File: src/rtl/control_pipe_pkg.sv
// Shared opcode, ALU-op and write-back codes plus the stage control-word layouts for control_pipe.
// Build option CTRL_ILLEGAL_TRAP_EN (see control_pipe.sv) uses is_illegal() below.
package control_pipe_pkg;

  localparam int OPCODE_WIDTH = 4;
  localparam int REG_WIDTH    = 6;
  localparam int ALUOP_WIDTH  = 3;
  localparam int WB_WIDTH     = 2;

  localparam logic [3:0] OP_NOOP   = 4'h0;
  localparam logic [3:0] OP_STORE  = 4'h3;
  localparam logic [3:0] OP_ADD    = 4'h4;
  localparam logic [3:0] OP_INC    = 4'h5;
  localparam logic [3:0] OP_NEG    = 4'h6;
  localparam logic [3:0] OP_SUB    = 4'h7;
  localparam logic [3:0] OP_JUMP   = 4'h8;
  localparam logic [3:0] OP_BRZ    = 4'h9;
  localparam logic [3:0] OP_JMEM   = 4'hA;
  localparam logic [3:0] OP_BRN    = 4'hB;
  localparam logic [3:0] OP_LOAD   = 4'hE;
  localparam logic [3:0] OP_SAVEPC = 4'hF;

  localparam logic [ALUOP_WIDTH-1:0] ALU_NONE = 3'b000;
  localparam logic [ALUOP_WIDTH-1:0] ALU_ADD  = 3'b100;
  localparam logic [ALUOP_WIDTH-1:0] ALU_NEG  = 3'b010;
  localparam logic [ALUOP_WIDTH-1:0] ALU_SUB  = 3'b001;

  localparam logic [WB_WIDTH-1:0] WB_PC  = 2'b00;
  localparam logic [WB_WIDTH-1:0] WB_MEM = 2'b01;
  localparam logic [WB_WIDTH-1:0] WB_ALU = 2'b10;

  // Full control word as it leaves decode and sits in ID/EX; all-zero is a bubble.
  typedef struct packed {
    logic [ALUOP_WIDTH-1:0] alu_op;
    logic                   alu_src;
    logic                   br_zero;
    logic                   br_neg;
    logic                   jump;
    logic                   jump_mem;
    logic                   mem_read;
    logic                   mem_write;
    logic                   reg_wrt;
    logic [WB_WIDTH-1:0]    wb_sel;
  } ctrl_word_t;

  typedef struct packed {
    logic                mem_read;
    logic                mem_write;
    logic                reg_wrt;
    logic [WB_WIDTH-1:0] wb_sel;
  } mem_stage_t;

  typedef struct packed {
    logic                reg_wrt;
    logic [WB_WIDTH-1:0] wb_sel;
  } wb_stage_t;

  function automatic logic is_illegal(input logic [3:0] op);
    return (op == 4'h1) || (op == 4'h2) || (op == 4'hC) || (op == 4'hD);
  endfunction

endpackage

File: src/rtl/control_decode.sv
// Purely combinational opcode -> control word decoder; unknown and illegal opcodes decode as noop.
module control_decode
  import control_pipe_pkg::*;
(
  input  logic [3:0] opcode,
  output ctrl_word_t word
);

  always_comb begin
    word = '0;
    case (opcode)
      OP_SAVEPC: begin
        word.reg_wrt = 1'b1;
        word.wb_sel  = WB_PC;
      end
      OP_LOAD: begin
        word.mem_read = 1'b1;
        word.reg_wrt  = 1'b1;
        word.wb_sel   = WB_MEM;
      end
      OP_STORE: word.mem_write = 1'b1;
      OP_ADD: begin
        word.alu_op  = ALU_ADD;
        word.reg_wrt = 1'b1;
        word.wb_sel  = WB_ALU;
      end
      OP_INC: begin
        word.alu_op  = ALU_ADD;
        word.alu_src = 1'b1;
        word.reg_wrt = 1'b1;
        word.wb_sel  = WB_ALU;
      end
      OP_NEG: begin
        word.alu_op  = ALU_NEG;
        word.reg_wrt = 1'b1;
        word.wb_sel  = WB_ALU;
      end
      OP_SUB: begin
        word.alu_op  = ALU_SUB;
        word.reg_wrt = 1'b1;
        word.wb_sel  = WB_ALU;
      end
      OP_JUMP: word.jump = 1'b1;
      OP_BRZ: begin
        word.alu_op  = ALU_SUB;
        word.br_zero = 1'b1;
      end
      OP_BRN: word.br_neg = 1'b1;
      // jumpMem reads its target from memory but never writes a register.
      OP_JMEM: begin
        word.mem_read = 1'b1;
        word.jump     = 1'b1;
        word.jump_mem = 1'b1;
      end
      default: word = '0;
    endcase
  end

endmodule

File: src/rtl/control_pipe.sv
// Pipelined control: decodes ID, carries control through ID/EX, EX/MEM, MEM/WB; load-use stall and EX flush.
// Build option CTRL_ILLEGAL_TRAP_EN: adds a sticky illegalOp flag; undefined ties illegalOp to 0.
module control_pipe
  import control_pipe_pkg::*;
#(
  parameter int OPCODE_W = OPCODE_WIDTH,
  parameter int REG_W    = REG_WIDTH,
  parameter int ALUOP_W  = ALUOP_WIDTH,
  parameter int WB_W     = WB_WIDTH
) (
  input  logic                clk,
  input  logic                rst,
  input  logic                idValid,
  input  logic [OPCODE_W-1:0] idOpcode,
  input  logic [REG_W-1:0]    idRd,
  input  logic [REG_W-1:0]    idRs,
  input  logic [REG_W-1:0]    idRt,
  input  logic                exFlush,
  output logic                stall,
  output logic [ALUOP_W-1:0]  exAluOp,
  output logic                exAluSrc,
  output logic                exBranchZero,
  output logic                exBranchNeg,
  output logic                exJump,
  output logic                exJumpMem,
  output logic                memRead,
  output logic                memWrite,
  output logic                wbRegWrt,
  output logic [WB_W-1:0]     wbCtrl,
  output logic [REG_W-1:0]    wbRd,
  output logic                illegalOp
);

  ctrl_word_t dec_word;
  ctrl_word_t id_word;
  ctrl_word_t ex_q;
  mem_stage_t mem_q;
  wb_stage_t  wb_q;
  logic [REG_W-1:0] ex_rd;
  logic [REG_W-1:0] mem_rd;
  logic [REG_W-1:0] wb_rd;
  logic ex_load;
  logic accept;

  control_decode u_decode (
    .opcode (idOpcode[3:0]),
    .word   (dec_word)
  );

  // Handshake: ID offers an instruction with idValid; it is taken on the edge where
  // accept = idValid & ~stall & ~exFlush. While stall is high upstream holds ID unchanged.
  assign ex_load = ex_q.mem_read & ~ex_q.jump_mem;
  assign stall   = idValid & ex_load & ~exFlush & ((ex_rd == idRs) | (ex_rd == idRt));
  assign accept  = idValid & ~stall & ~exFlush;

  always_comb begin
    id_word = '0;
    if (accept) id_word = dec_word;
  end

  // EX/MEM and MEM/WB advance unconditionally; only ID/EX sees bubbles.
  always_ff @(posedge clk or posedge rst) begin
    if (rst) begin
      ex_q   <= '0;
      ex_rd  <= '0;
      mem_q  <= '0;
      mem_rd <= '0;
      wb_q   <= '0;
      wb_rd  <= '0;
    end else begin
      ex_q   <= id_word;
      ex_rd  <= accept ? idRd : '0;
      mem_q  <= '{mem_read: ex_q.mem_read, mem_write: ex_q.mem_write,
                  reg_wrt: ex_q.reg_wrt, wb_sel: ex_q.wb_sel};
      mem_rd <= ex_rd;
      wb_q   <= '{reg_wrt: mem_q.reg_wrt, wb_sel: mem_q.wb_sel};
      wb_rd  <= mem_rd;
    end
  end

  assign exAluOp      = ALUOP_W'(ex_q.alu_op);
  assign exAluSrc     = ex_q.alu_src;
  assign exBranchZero = ex_q.br_zero;
  assign exBranchNeg  = ex_q.br_neg;
  assign exJump       = ex_q.jump;
  assign exJumpMem    = ex_q.jump_mem;
  assign memRead      = mem_q.mem_read;
  assign memWrite     = mem_q.mem_write;
  assign wbRegWrt     = wb_q.reg_wrt;
  assign wbCtrl       = WB_W'(wb_q.wb_sel);
  assign wbRd         = wb_rd;

`ifdef CTRL_ILLEGAL_TRAP_EN
  logic illegal_q;

  always_ff @(posedge clk or posedge rst) begin
    if (rst) illegal_q <= 1'b0;
    else if (accept && is_illegal(idOpcode[3:0])) illegal_q <= 1'b1;
  end

  assign illegalOp = illegal_q;
`else
  assign illegalOp = 1'b0;
`endif

endmodule

File: config.mk
export PLATFORM = sky130hd
export DESIGN_NAME = control_pipe
export DESIGN_NICKNAME = d
export VERILOG_FILES = /design/src/rtl/control_pipe_pkg.sv /design/src/rtl/control_decode.sv /design/src/rtl/control_pipe.sv
export SDC_FILE = /design/constraint.sdc
export NUM_CORES = 1
export LEC_CHECK = 0
export BUFFER_PORTS_ARGS = -buffer_cell sky130_fd_sc_hd__buf_2
export CORE_MARGIN = 2
export CORE_UTILIZATION = 35
export CTS_CLUSTER_SIZE = 14
export DETAILED_ROUTE_END_ITERATION = 10
export GPL_TIMING_DRIVEN = 0
export MAX_ROUTING_LAYER = met4
export PLACE_DENSITY = 0.68
export SLEW_MARGIN = 20
export SYNTH_ARGS = -nofsm -noshare
export SYNTH_HDL_FRONTEND = slang
export SYNTH_SLANG_ARGS = --single-unit
File: constraint.sdc
create_clock -name clk -period 1.4 [get_ports clk]
set_input_delay 0.07 -clock clk [delete_from_list [all_inputs] [get_ports clk]]
set_output_delay 0.07 -clock clk [all_outputs]
set_load 0.05 [all_outputs]
# After elaboration in Yosys (flattened, before gate mapping)
# Cells that the tools add are included.
# op_classes
eq_ne	13
mux	11
bitwise	10
reduce_logical	5
# op_table
op	count
4-bit == test (second input constant)	6
3-bit one-hot mux with 3 select lines	2
4-bit by 3-bit == test with 1-bit output (second input constant)	4
13-bit 2-to-1 mux	1
6-bit == test	2
2-bit OR reduction	4
1-bit 2-to-1 mux	7
1-bit AND	6
6-bit 2-to-1 mux	1
4-bit by 2-bit == test with 1-bit output (second input constant)	1
4-bit OR reduction	1
1-bit NOT	3
1-bit bitwise OR	1
# word_totals
reg_bits	39
output_inout_bits	21
elab_cells	58

# Depth between registers and ports, before layout
# depth
word_depth	9
mapped_depth	5

# Hierarchy
# From an unflattened synthesis, not the netlist that was laid out.
# unflattened
cells_unflattened	107
area_unflattened_um2	1411.4
# modules_own_cells
module	n_inst	cells_each	area_each_um2	seq_area_each_um2
control_pipe	1	87	1302.5	975.9
control_decode	1	20	108.9	0.0

# Worst setup path after synthesis
# No wires, ideal clock.
# synth_timing
path_type	register to output
startpoint	register ex_q (netlist bit exJumpMem)
endpoint	output port stall
arrival_ns	1.706
required_ns	1.330
setup_slack_ns	-0.376
path_stages_with_launch	5
n_path_buf	1
path_cell_list	dfrtp_1 > nand3b_1 > nor4_2 > buf_2 > or2_1
# synth_via
elab_chain_len	5
# synth_rtl
element	line	text
from (decl)	control_pipe.sv:36	ctrl_word_t ex_q;
from (signal assigned)	control_pipe.sv:71	ex_q <= id_word;
1-bit NOT	control_pipe.sv:52	assign ex_load = ex_q.mem_read & ~ex_q.jump_mem;
1-bit AND	control_pipe.sv:52	
1-bit AND (3 in a row)	control_pipe.sv:53	assign stall = idValid & ex_load & ~exFlush & ((ex_rd == idRs) | (ex_rd == idRt));
to (decl)	control_pipe.sv:19	output logic stall,
# No other way between the ends.

# Final worst setup path
# Same ends and word-level chain as after synthesis.

==> results.tsv <==
metric	value	unit
die area	4640	um2
Worst EP arrival	1.73	ns
Worst-path clk slew	0.06	ns
Final setup viols	20	
Pwr Density	1060	nW/um2
CTS buffer count	5	
maximum VDD drop	0.000457	V
Tcrit/Tclk final	1.29	
share of the synthesized area in the top cell type	0.678	
clock sink count	39	
Unique masters post-synth	23	
failing checks	negative setup slack	
Final ANT Viol Nets	0	
Starting Density	0.363	
area of the multi-input gates	510	um2
total global routing overflow	0	
Final nets	201	
Yosys reg bits	39	
min-delay worst type	in2reg	
YS warnings	0	
worst r2r src	exJumpMem	
wire per inst	13.9	um
vias	1063	
Total Routing Usage GR	0.141	
Top FF cell, synth	dfrtp_1	
num rows	23	
CTS tree	built	
vias in the first global route	1013	
placer congestion estimate	0.813	
sequential area share after synthesis	0.678	
R2R Path End	exAluOp[0]	
first drt pass iteration count	4	
Fmax	555	MHz
fin util	0.519	
clk_skew	0.00409	ns
setup ws final	-0.401	ns
register area	978	um2
Hold Path Sink	exJump	
crit path launch type	register	
HPWL Detailed	2080	um
die width	68.1	um
worst skew pair latency	0.29	ns
Final Hold Viols	0	
Worst Tran Pin Value	0.777	ns
# fillers	331	
FF-to-FF path depth	6	
via/cell ratio	4.70	
max cap viols	0	
WHS Path Cells	2	
Clock Tree Root	clkbuf_8	
top post-synthesis cells by area	dfrtp_1 (68%), nor3_1 (5.6%), xnor2_1 (5.5%)	
RSZ-0062 raised after global routing	yes	
outcome	finished with violations	
share of post-route cells with drive strength above 1	0.511	
P_leak	1.06	nW
core region area	3970	um2
Post-Syn Area	1440	um2
chip height	68.1	um
# port buffers	45	
ys async rst share	1.00	
post-layout min period	1.80	ns
clk buf depth	2	
largest net degree at the start of global routing	40	
initial antenna violation count	0	
drt initial violations	77	
CP endpoint kind	primary output	
Residual DRC	0	
Slew Limit Fails	0	
# H-tree levels	2	
crit-path max FO	2	
Slew headroom	0.481	
required time of the critical path	1.33	ns
placed cell count	208	
ANT cells	0	
number of synthesized flops with an enable pin	0	
fin cells	226	
Synth Instances	113	
first-pass GRT wire length	4490	um
Worst Setup SP	exJumpMem	
Layout area overhead	43.1	%
most numerous cell in the Yosys netlist	dfrtp_1	
Ports	47	
DRT Wirelength	3150	um
Mean Syn Cell Area	12.7	um2
r2r setup slk	-0.21	ns
leading area contributor after synthesis	dfrtp_1	
Mapped Nets	139	
critical path class	reg2out	
synth cell count leaders	dfrtp_1 (39), nor3_1 (16), nand2_1 (11)	
hold path startpoint	idOpcode[0]	
metal layers:
layer,share of wire,global-route usage,vias to the layer above
met1,0.37,0.152,528
li1,-,-,492
met2,0.55,0.223,35
met5,0,-,-
met4,0.017,0.0925,0
met3,0.060,0.0444,8
where the power goes:
part	total (W)	internal [W]	switching [W]
clock network	0.000793	0.000449	0.000345
logic	0.000224	0.0000824	0.000142
registers	0.00117	0.00116	0.0000141
worst max-delay path, cell delays in order, from the launching register on:
cell	delay, ns
dfrtp_2	0.40
nand3b_1	0.27
nor4_4	0.38
buf_6	0.15
or2_4	0.11
buf_8	0.13
per-stage QoR:
stage          cell area (um2)  hold slack (ns)  setup TNS, ns  total power [W]  worst slack (ns)
5_1_grt                   2060          0.00478          -5.38          0.00229            -0.481
2_1_floorplan             1450            0.141         -0.184          0.00132           -0.0719
6_report                  2060           0.0169          -4.02          0.00219            -0.401
4_1_cts                   1990         0.000190          -2.58          0.00221            -0.419
3_3_place_gp              1730            0.295          -1.53          0.00138            -0.290
3_5_place_dp              1730            0.251          -2.90          0.00139            -0.362
how the worst max path moves through the flow:
stage             to  cells after the start
2_1_floorplan  stall                      4
3_3_place_gp   stall                      6
4_1_cts        stall                      6
5_1_grt        stall                      5
6_report       stall                      5
3_5_place_dp   stall                      6
kinds of logic (layout without fill, tap and decap cells):
kind of cell	Yosys count	in the layout	share of synthesized area
AND/OR/NAND/NOR	50	50	0.202
buffers and inverters	10	73	0.0417
XOR/XNOR	12	12	0.0730
flip-flops	39	39	0.678
other	1	1	0.00260
AO/OA/AOI/OAI	1	1	0.00347
sequential cells by signal, summed over array words and instances (netlist names):
signal	cells
exBranchZero	1
exJump	1
mem_q	3
wbRd	6
memRead	1
ex_q	5
wbRegWrt	1
exBranchNeg	1
exAluOp	3
exJumpMem	1
ex_rd	6
memWrite	1
exAluSrc	1
mem_rd	6
wbCtrl	2
repair_timing:
action	4_1_cts	5_1_grt
cloned	1	1
endpoints found under the setup margin	20	20
pin swaps	15	0
endpoints found under the hold margin	41	0
gates resized for setup	21	11
hold buffers	3	0
setup buffers	3	2
cell type report:
cell class	instances	share of cell area
timing repair buffer	55	0.163
sequential	39	0.475
inverter	1	0.00182
multi-input combinational	64	0.248
buffer	9	0.0334
clock buffer	8	0.0486
tap	50	0.0304
cell usage in the layout (no fill, tap or decap), drive strengths merged:
cell type / Yosys / routed
nor2b: 3 / 3
o21ai: 1 / 1
nor2: 1 / 1
nand2: 11 / 11
buf: 8 / 60
conb: 1 / 1
nor4: 2 / 2
nand3b: 2 / 2
inv: 1 / 1
clkbuf: 1 / 9
nor4b: 2 / 2
dfrtp: 39 / 39
and3b: 2 / 2
nand4: 3 / 3
nand3: 5 / 5
nand2b: 1 / 1
nor3: 16 / 16
xnor2: 9 / 9
nor3b: 1 / 1
dlygate4sd3: 0 / 3
or2: 1 / 1
xor2: 3 / 3
No activity file was read; power rests on OpenSTA's default activity.
